## src/rtl/fake_s2mm_pkg.sv

```systemverilog
// Shared constants for the fake S2MM mover: command/status field layout, engine states, LFSR taps.
// Status width follows FAKE_S2MM_IBTT_EN (8 bits by default, 32 when defined).
package fake_s2mm_pkg;

  // Command fields; TAG sits CMD_TAG_OFS bits above the address LSB-aligned field width.
  localparam int CMD_BTT_LSB = 0;
  localparam int CMD_TAG_OFS = 32;
  localparam int CMD_TAG_W   = 4;

  localparam int STS_TAG_LSB   = 0;
  localparam int STS_INTERR    = 4;
  localparam int STS_DECERR    = 5;
  localparam int STS_SLVERR    = 6;
  localparam int STS_OKAY      = 7;
  localparam int STS_BYTES_LSB = 8;
  localparam int STS_BYTES_W   = 23;
  localparam int STS_EOP       = 31;

`ifdef FAKE_S2MM_IBTT_EN
  localparam int STS_W = 32;
`else
  localparam int STS_W = 8;
`endif

  // x^16+x^14+x^13+x^11 as a right-shifting Fibonacci LFSR: feedback from bits 0,2,3,5.
  localparam logic [15:0] LFSR_TAPS = 16'h002D;

  typedef enum logic [1:0] {ST_IDLE, ST_DATA, ST_STS} state_t;

  function automatic logic [15:0] lfsr_step(input logic [15:0] s);
    return {^(s & LFSR_TAPS), s[15:1]};
  endfunction

endpackage

```

## src/rtl/fake_s2mm_cmd_fifo.sv

```systemverilog
// Show-ahead synchronous command FIFO; rd_data is the head entry whenever not empty.
module fake_s2mm_cmd_fifo #(
  parameter int W     = 27,
  parameter int DEPTH = 4
) (
  input  logic                       clk,
  input  logic                       rst,
  input  logic                       wr_en,
  input  logic [W-1:0]               wr_data,
  input  logic                       rd_en,
  output logic [W-1:0]               rd_data,
  output logic                       full,
  output logic                       empty,
  output logic [$clog2(DEPTH):0]     count
);
  localparam int AW = $clog2(DEPTH);
  localparam logic [AW:0] DEPTH_V = (AW+1)'(DEPTH);

  logic [W-1:0]  mem [DEPTH];
  logic [AW-1:0] wr_ptr, rd_ptr;
  logic          do_wr, do_rd;

  assign full    = (count == DEPTH_V);
  assign empty   = (count == '0);
  assign do_rd   = rd_en && !empty;
  assign do_wr   = wr_en && (!full || do_rd);
  assign rd_data = mem[rd_ptr];

  always_ff @(posedge clk) begin
    if (do_wr) mem[wr_ptr] <= wr_data;
  end

  always_ff @(posedge clk) begin
    if (rst) begin
      wr_ptr <= '0;
      rd_ptr <= '0;
      count  <= '0;
    end else begin
      if (do_wr) wr_ptr <= wr_ptr + 1'b1;
      if (do_rd) rd_ptr <= rd_ptr + 1'b1;
      case ({do_wr, do_rd})
        2'b10:   count <= count + 1'b1;
        2'b01:   count <= count - 1'b1;
        default: count <= count;
      endcase
    end
  end

endmodule

```

## src/rtl/fake_s2mm_mover.sv

```systemverilog
// Simulation stand-in for a DataMover S2MM channel: queued commands, per-command beat
// consumption, one status beat each. FAKE_S2MM_IBTT_EN adds byte count/EOP to status.
module fake_s2mm_mover
  import fake_s2mm_pkg::*;
#(
  parameter int          MM_ADDR_WIDTH = 32,
  parameter int          BIT_WIDTH     = 128,
  parameter int          BTT_WIDTH     = 23,
  parameter int          CMD_DEPTH     = 4,
  parameter logic [15:0] LFSR_SEED     = 16'hACE1
) (
  input  logic                       clk,
  input  logic                       rst,
  input  logic                       cmd_tvalid,
  output logic                       cmd_tready,
  input  logic [MM_ADDR_WIDTH+39:0]  cmd_tdata,
  input  logic                       throttle_en,
  input  logic [BIT_WIDTH-1:0]       s_axis_tdata,
  input  logic [BIT_WIDTH/8-1:0]     s_axis_tkeep,
  input  logic                       s_axis_tlast,
  input  logic                       s_axis_tvalid,
  output logic                       s_axis_tready,
  output logic                       sts_tvalid,
  input  logic                       sts_tready,
  output logic [STS_W-1:0]           sts_tdata,
  output logic [STS_W/8-1:0]         sts_tkeep,
  output logic                       sts_tlast,
  output logic                       sts_err,
  output logic                       busy
);
  localparam int BPB = BIT_WIDTH / 8;
  localparam int QW  = BTT_WIDTH + CMD_TAG_W;
  localparam logic [BTT_WIDTH:0] BPB_V = (BTT_WIDTH+1)'(BPB);

  logic                        q_full, q_empty, q_push, q_pop;
  logic [$clog2(CMD_DEPTH):0]  q_count;
  logic [QW-1:0]               q_rdata;
  logic [BTT_WIDTH-1:0]        pop_btt;
  logic [CMD_TAG_W-1:0]        pop_tag;
  logic [BTT_WIDTH:0]          pop_beats;

  state_t                      state, state_nxt;
  logic [BTT_WIDTH-1:0]        beat_cnt, last_idx;
  logic [CMD_TAG_W-1:0]        tag;
  logic                        okay, interr, s_hs, last_beat;
  logic [15:0]                 lfsr;
  logic [STS_W-1:0]            sts_word;

  // Reset holds cmd_tready low so every output reads 0 while rst is asserted.
  assign cmd_tready = !q_full && !rst;
  assign q_push     = cmd_tvalid && cmd_tready;

  fake_s2mm_cmd_fifo #(.W(QW), .DEPTH(CMD_DEPTH)) u_cmd_fifo (
    .clk     (clk),
    .rst     (rst),
    .wr_en   (q_push),
    .wr_data ({cmd_tdata[MM_ADDR_WIDTH+CMD_TAG_OFS +: CMD_TAG_W],
               cmd_tdata[CMD_BTT_LSB +: BTT_WIDTH]}),
    .rd_en   (q_pop),
    .rd_data (q_rdata),
    .full    (q_full),
    .empty   (q_empty),
    .count   (q_count)
  );

  assign pop_btt   = q_rdata[BTT_WIDTH-1:0];
  assign pop_tag   = q_rdata[BTT_WIDTH +: CMD_TAG_W];
  assign pop_beats = ({1'b0, pop_btt} + BPB_V - 1'b1) / BPB_V;

  assign s_axis_tready = (state == ST_DATA) && !(throttle_en && lfsr[0]);
  assign s_hs          = s_axis_tvalid && s_axis_tready;
  assign last_beat     = (beat_cnt == last_idx);

  assign sts_tvalid = (state == ST_STS);
  assign sts_tlast  = sts_tvalid;
  assign sts_tkeep  = {(STS_W/8){sts_tvalid}};
  assign sts_err    = sts_tvalid && sts_tready && !okay;
  assign busy       = !q_empty || (state != ST_IDLE);

  always_comb begin
    state_nxt = state;
    q_pop     = 1'b0;
    case (state)
      ST_IDLE: if (!q_empty) begin
        q_pop     = 1'b1;
        state_nxt = (pop_btt == '0) ? ST_STS : ST_DATA;
      end
      ST_DATA: if (s_hs && (last_beat || s_axis_tlast)) state_nxt = ST_STS;
      ST_STS:  if (sts_tready) state_nxt = ST_IDLE;
      default: state_nxt = ST_IDLE;
    endcase
  end

  always_ff @(posedge clk) begin
    if (rst) state <= ST_IDLE;
    else     state <= state_nxt;
  end

  always_ff @(posedge clk) begin
    if (rst) begin
      lfsr     <= LFSR_SEED;
      beat_cnt <= '0;
      last_idx <= '0;
      tag      <= '0;
      okay     <= 1'b0;
      interr   <= 1'b0;
    end else begin
      if (state == ST_DATA) lfsr <= lfsr_step(lfsr);
      if (q_pop) begin
        tag      <= pop_tag;
        last_idx <= pop_beats[BTT_WIDTH-1:0] - 1'b1;
        beat_cnt <= '0;
        okay     <= 1'b0;
        interr   <= (pop_btt == '0);
      end else if (s_hs) begin
        beat_cnt <= beat_cnt + 1'b1;
        if (last_beat) okay <= 1'b1;
`ifdef FAKE_S2MM_IBTT_EN
        else if (s_axis_tlast) okay <= 1'b1;
`else
        else if (s_axis_tlast) interr <= 1'b1;
`endif
      end
    end
  end

`ifdef FAKE_S2MM_IBTT_EN
  logic                   eop;
  logic [STS_BYTES_W-1:0] bytes_rcv;
  logic [STS_BYTES_W:0]   bytes_sum;

  assign bytes_sum = {1'b0, bytes_rcv} + (STS_BYTES_W+1)'($countones(s_axis_tkeep));

  always_ff @(posedge clk) begin
    if (rst || q_pop) begin
      eop       <= 1'b0;
      bytes_rcv <= '0;
    end else if (s_hs) begin
      bytes_rcv <= bytes_sum[STS_BYTES_W] ? '1 : bytes_sum[STS_BYTES_W-1:0];
      // Whichever beat ends the command, EOP records whether it carried tlast.
      if (last_beat || s_axis_tlast) eop <= s_axis_tlast;
    end
  end

  logic unused;
  assign unused = ^{cmd_tdata, s_axis_tdata, pop_beats, q_count};
`else
  logic unused;
  assign unused = ^{cmd_tdata, s_axis_tdata, s_axis_tkeep, pop_beats, q_count};
`endif

  always_comb begin
    sts_word                            = '0;
    sts_word[STS_OKAY]                  = okay;
    sts_word[STS_SLVERR]                = 1'b0;
    sts_word[STS_DECERR]                = 1'b0;
    sts_word[STS_INTERR]                = interr;
    sts_word[STS_TAG_LSB +: CMD_TAG_W]  = tag;
`ifdef FAKE_S2MM_IBTT_EN
    sts_word[STS_BYTES_LSB +: STS_BYTES_W] = bytes_rcv;
    sts_word[STS_EOP]                      = eop;
`endif
  end

  assign sts_tdata = sts_tvalid ? sts_word : '0;

endmodule
```

## config.mk

```make
export PLATFORM = sky130hd
export DESIGN_NAME = fake_s2mm_mover
export DESIGN_NICKNAME = d
export VERILOG_FILES = /design/src/rtl/fake_s2mm_pkg.sv /design/src/rtl/fake_s2mm_cmd_fifo.sv /design/src/rtl/fake_s2mm_mover.sv
export SDC_FILE = /design/constraint.sdc
export NUM_CORES = 1
export LEC_CHECK = 0
export CORE_MARGIN = 2
export CORE_UTILIZATION = 38
export DETAILED_ROUTE_END_ITERATION = 6
export PLACE_DENSITY = 0.67
export SYNTH_ARGS = -nofsm -noshare
export SYNTH_HDL_FRONTEND = slang
export SYNTH_SLANG_ARGS = --single-unit
```

## constraint.sdc

```tcl
create_clock -name clk -period 4.9 [get_ports clk]
set_input_delay 0.98 -clock clk [delete_from_list [all_inputs] [get_ports clk]]
set_output_delay 0.98 -clock clk [all_outputs]
set_load 0.02 [all_outputs]
```

==> impl_metrics.toml <==
[logic_synthesis]
ys_top_cells_by_count = "edfxtp_1, dfxtp_1, nand2_1"
synthDistinctLibCells = 57
synth_top_cell_area_share_pct = 40.7
synth_seq_cells = 185
synth_warnings = 0
synth_most_common_cell = "edfxtp_1"
synth_edf_count = 108
synth.avg_cell_area_sq_um = 12.2
ys_seq_area_share_pct = 60.1
synth_cells = 652
ys_top_cells_by_area = "edfxtp_1, dfxtp_1, mux4_2"
ys_async_sr_fraction_pct = 0
synth_top_cell_by_area = "edfxtp_1"
netlist_area_sq_um = 7960
synthFlopType = "edfxtp_1"

[grt]
grt_pass1_wl_um = 25000
antenna_found_initial = 0
grt_max_degree = 57
grt_usage_pct = 14.6
grt_pass1_vias = 4848
grt_overflow = 0

[sta]
slew_headroom_pct = 37.8
skew_ns = 0.0109
rsz0062_at_grt = "false"
finalCritPeriodShare_pct = 69.7
max_freq_mhz = 293
final_hold_viol_count = 0
final-setup-viol-count = 0
drv_slew = 0
tightest_slew_ns = 0.933
fin_setup_tns_ns = 0
layout_min_cycle_time_ns = 3.41

[layout]
nets = 928
layout-drive-gt1-share_pct = 10.1
syn_to_final_growth_pct = 16.6
diodes = 0
fin_area_sq_um = 9290
final_util_pct = 45.5

[pwr]
p_per_area_nw_per_um2 = 517
power_leakage_nw = 3.16
peakVddDrop_mv = 0.268

[route]
ant_nets = 0
vias = 4947
routed_via_density = 5.05
wl_per_cell_um = 15.3
first_iter_violations = 339
drtPass1Iterations = 5
wl_um = 15000
drc = 0

[clock_tree]
cts_buffer_depth = 2
cts_tree = "yes"
post-cts-setup-buffer-count = 0
clockRootBuffer = "clkbuf_16"
cts_resized = 0
clock_latency_ns = 0.43
cts_hold_buf = 0
clkSlewWorstSetupHoldPaths_ns = 0.07
cts_inserted_buffers = 17
cts_htree_levels = 4
cts.sinks = 185

[floorplan]
coreArea_sq_um = 20400
floorplan.initialDensity_pct = 39.0
die_w_um = 149
die_area_sq_um = 22100
ios = 238
rows = 52
die_y_um = 149

[flow_run]
max_cap_violations = 0

[worst_setup_path]
cp-start-kind = "register"
max_stage_delay_ns = 0.65
critPathRequiredTime_ns = 5.24
slowest_stage = "dfxtp_2"
path_delay_family = "simple AND/OR/NAND/NOR gates"
critPathMaxFanout = 14
critPathKind = "reg -> reg"
endpoint_kind = "register"
cp_num_buf_inv = 1
cp.arrival_ns = 3.76
crit_chain = "buf_4 -> mux4_2 -> nor2_1 -> nand4_1 -> a2111oi_1 -> nand3_1 -> xor2_1 -> a211oi_1"

[placed_design]
placed_cell_area_sq_um = 8690
gp_congestion = 0.806
hpwl_um = 9930
port_buffers = 46

[status]
outcome = "finished clean"

[min_path]
min_path_type = "reg -> reg"
==> placed cells by master (no fill, tap or decap), types with 4 or more instances in the layout <==
| cell type | instances |
|---|---|
| a211o_1 | 4 |
| clkinv_4 | 5 |
| dfxtp_1 | 76 |
| a21oi_1 | 32 |
| mux4_2 | 22 |
| nor2_1 | 65 |
| nor4_1 | 5 |
| o21ai_0 | 13 |
| nand2b_1 | 4 |
| clkdlybuf4s50_1 | 45 |
| buf_4 | 11 |
| nand2_1 | 74 |
| xnor2_1 | 31 |
| nand3_1 | 8 |
| inv_1 | 11 |
| nand4_1 | 15 |
| and3_1 | 13 |
| ha_1 | 7 |
| a211oi_1 | 9 |
| edfxtp_1 | 108 |
| clkbuf_16 | 17 |
| or3_1 | 15 |
| nand3b_1 | 15 |
| xor2_1 | 26 |
| and2_1 | 13 |
| nor3_1 | 6 |
==> cell families (layout without fill, tap and decap cells) <==
kind of cell	count (synthesis)	after routing	synth area share, %
AOI/OAI and AO/OA	77	77	6.02
xor gates and xnor gates	57	57	6.27
adders and majority gates	8	8	1.35
buffers and inverters	43	100	2.45
DFF	185	185	60.1
muxes	29	29	7.73
other	1	2	0.0471
and+or+nand+nor	252	252	16.1
==> power breakdown <==
group | internal (W) | switching (W) | total, W | leakage, nW
registers | 0.00185 | 0.000160 | 0.00202 | 1.61
clock network | 0.000762 | 0.000599 | 0.00136 | 0.284
logic | 0.000599 | 0.000823 | 0.00142 | 1.26
==> per-stage QoR <==
stage / hold slack [ns] / setup slack [ns] / total power (W) / std cells
after CTS: 0.460 / 1.45 / 0.00485 / 980
after global placement: 0.439 / 1.51 / 0.00346 / 948
after floorplan: 0.432 / 1.83 / 0.00310 / 653
after global routing: 0.476 / 1.16 / 0.00509 / 980
after detailed placement: 0.449 / 1.48 / 0.00348 / 948
final: 0.455 / 1.49 / 0.00480 / 980
==> final cells by class <==
cell class | count | area [sq um]
sequential | 185 | 4790
inverter | 11 | 41.3
clock buffer | 17 | 425
timing repair buffer | 57 | 538
multi-input combinational | 425 | 2990
fill | 1874 | 11100
clock inverter | 15 | 171
tap | 270 | 338
==> metal layers <==
| metal | global-route usage (%) | up-vias | wire length (um) |
|---|---|---|---|
| li1 | - | 2460 | - |
| met1 | 19.0 | 2380 | 6830 |
| met2 | 23.9 | 93 | 7350 |
| met3 | 3.18 | 14 | 602 |
| met4 | 5.62 | 0 | 206 |
| met5 | 0 | - | 0 |
==> registers in the layout (all words and copies together), names as in the netlist, named ones only <==
signal	count
u_cmd_fifo.wr_ptr	2
state	2
lfsr	16
u_cmd_fifo.count	3
tag	4
u_cmd_fifo.mem	108
u_cmd_fifo.rd_ptr	2
okay	1
beat_cnt	23
interr	1
last_idx	21
==> worst min-delay path: cells and delay by family (launching register included) <==
| family | cells | cell delay, ns |
|---|---|---|
| AO/OA/AOI/OAI | 1 | 0.05 |
| flip-flops | 1 | 0.31 |
| AND/OR/NAND/NOR | 1 | 0.05 |
==> worst paths after layout <==
kind	startpoint	to	cells after the start	slack, ns
worst max-delay path	register	last_idx[13]	8	1.49
worst min-delay path	tag[0]	tag[0]	2	0.46
worst max register to register	register	last_idx[13]	8	1.49
worst min register to register	tag[0]	tag[0]	2	0.46
(Power assumes the default switching activity.)
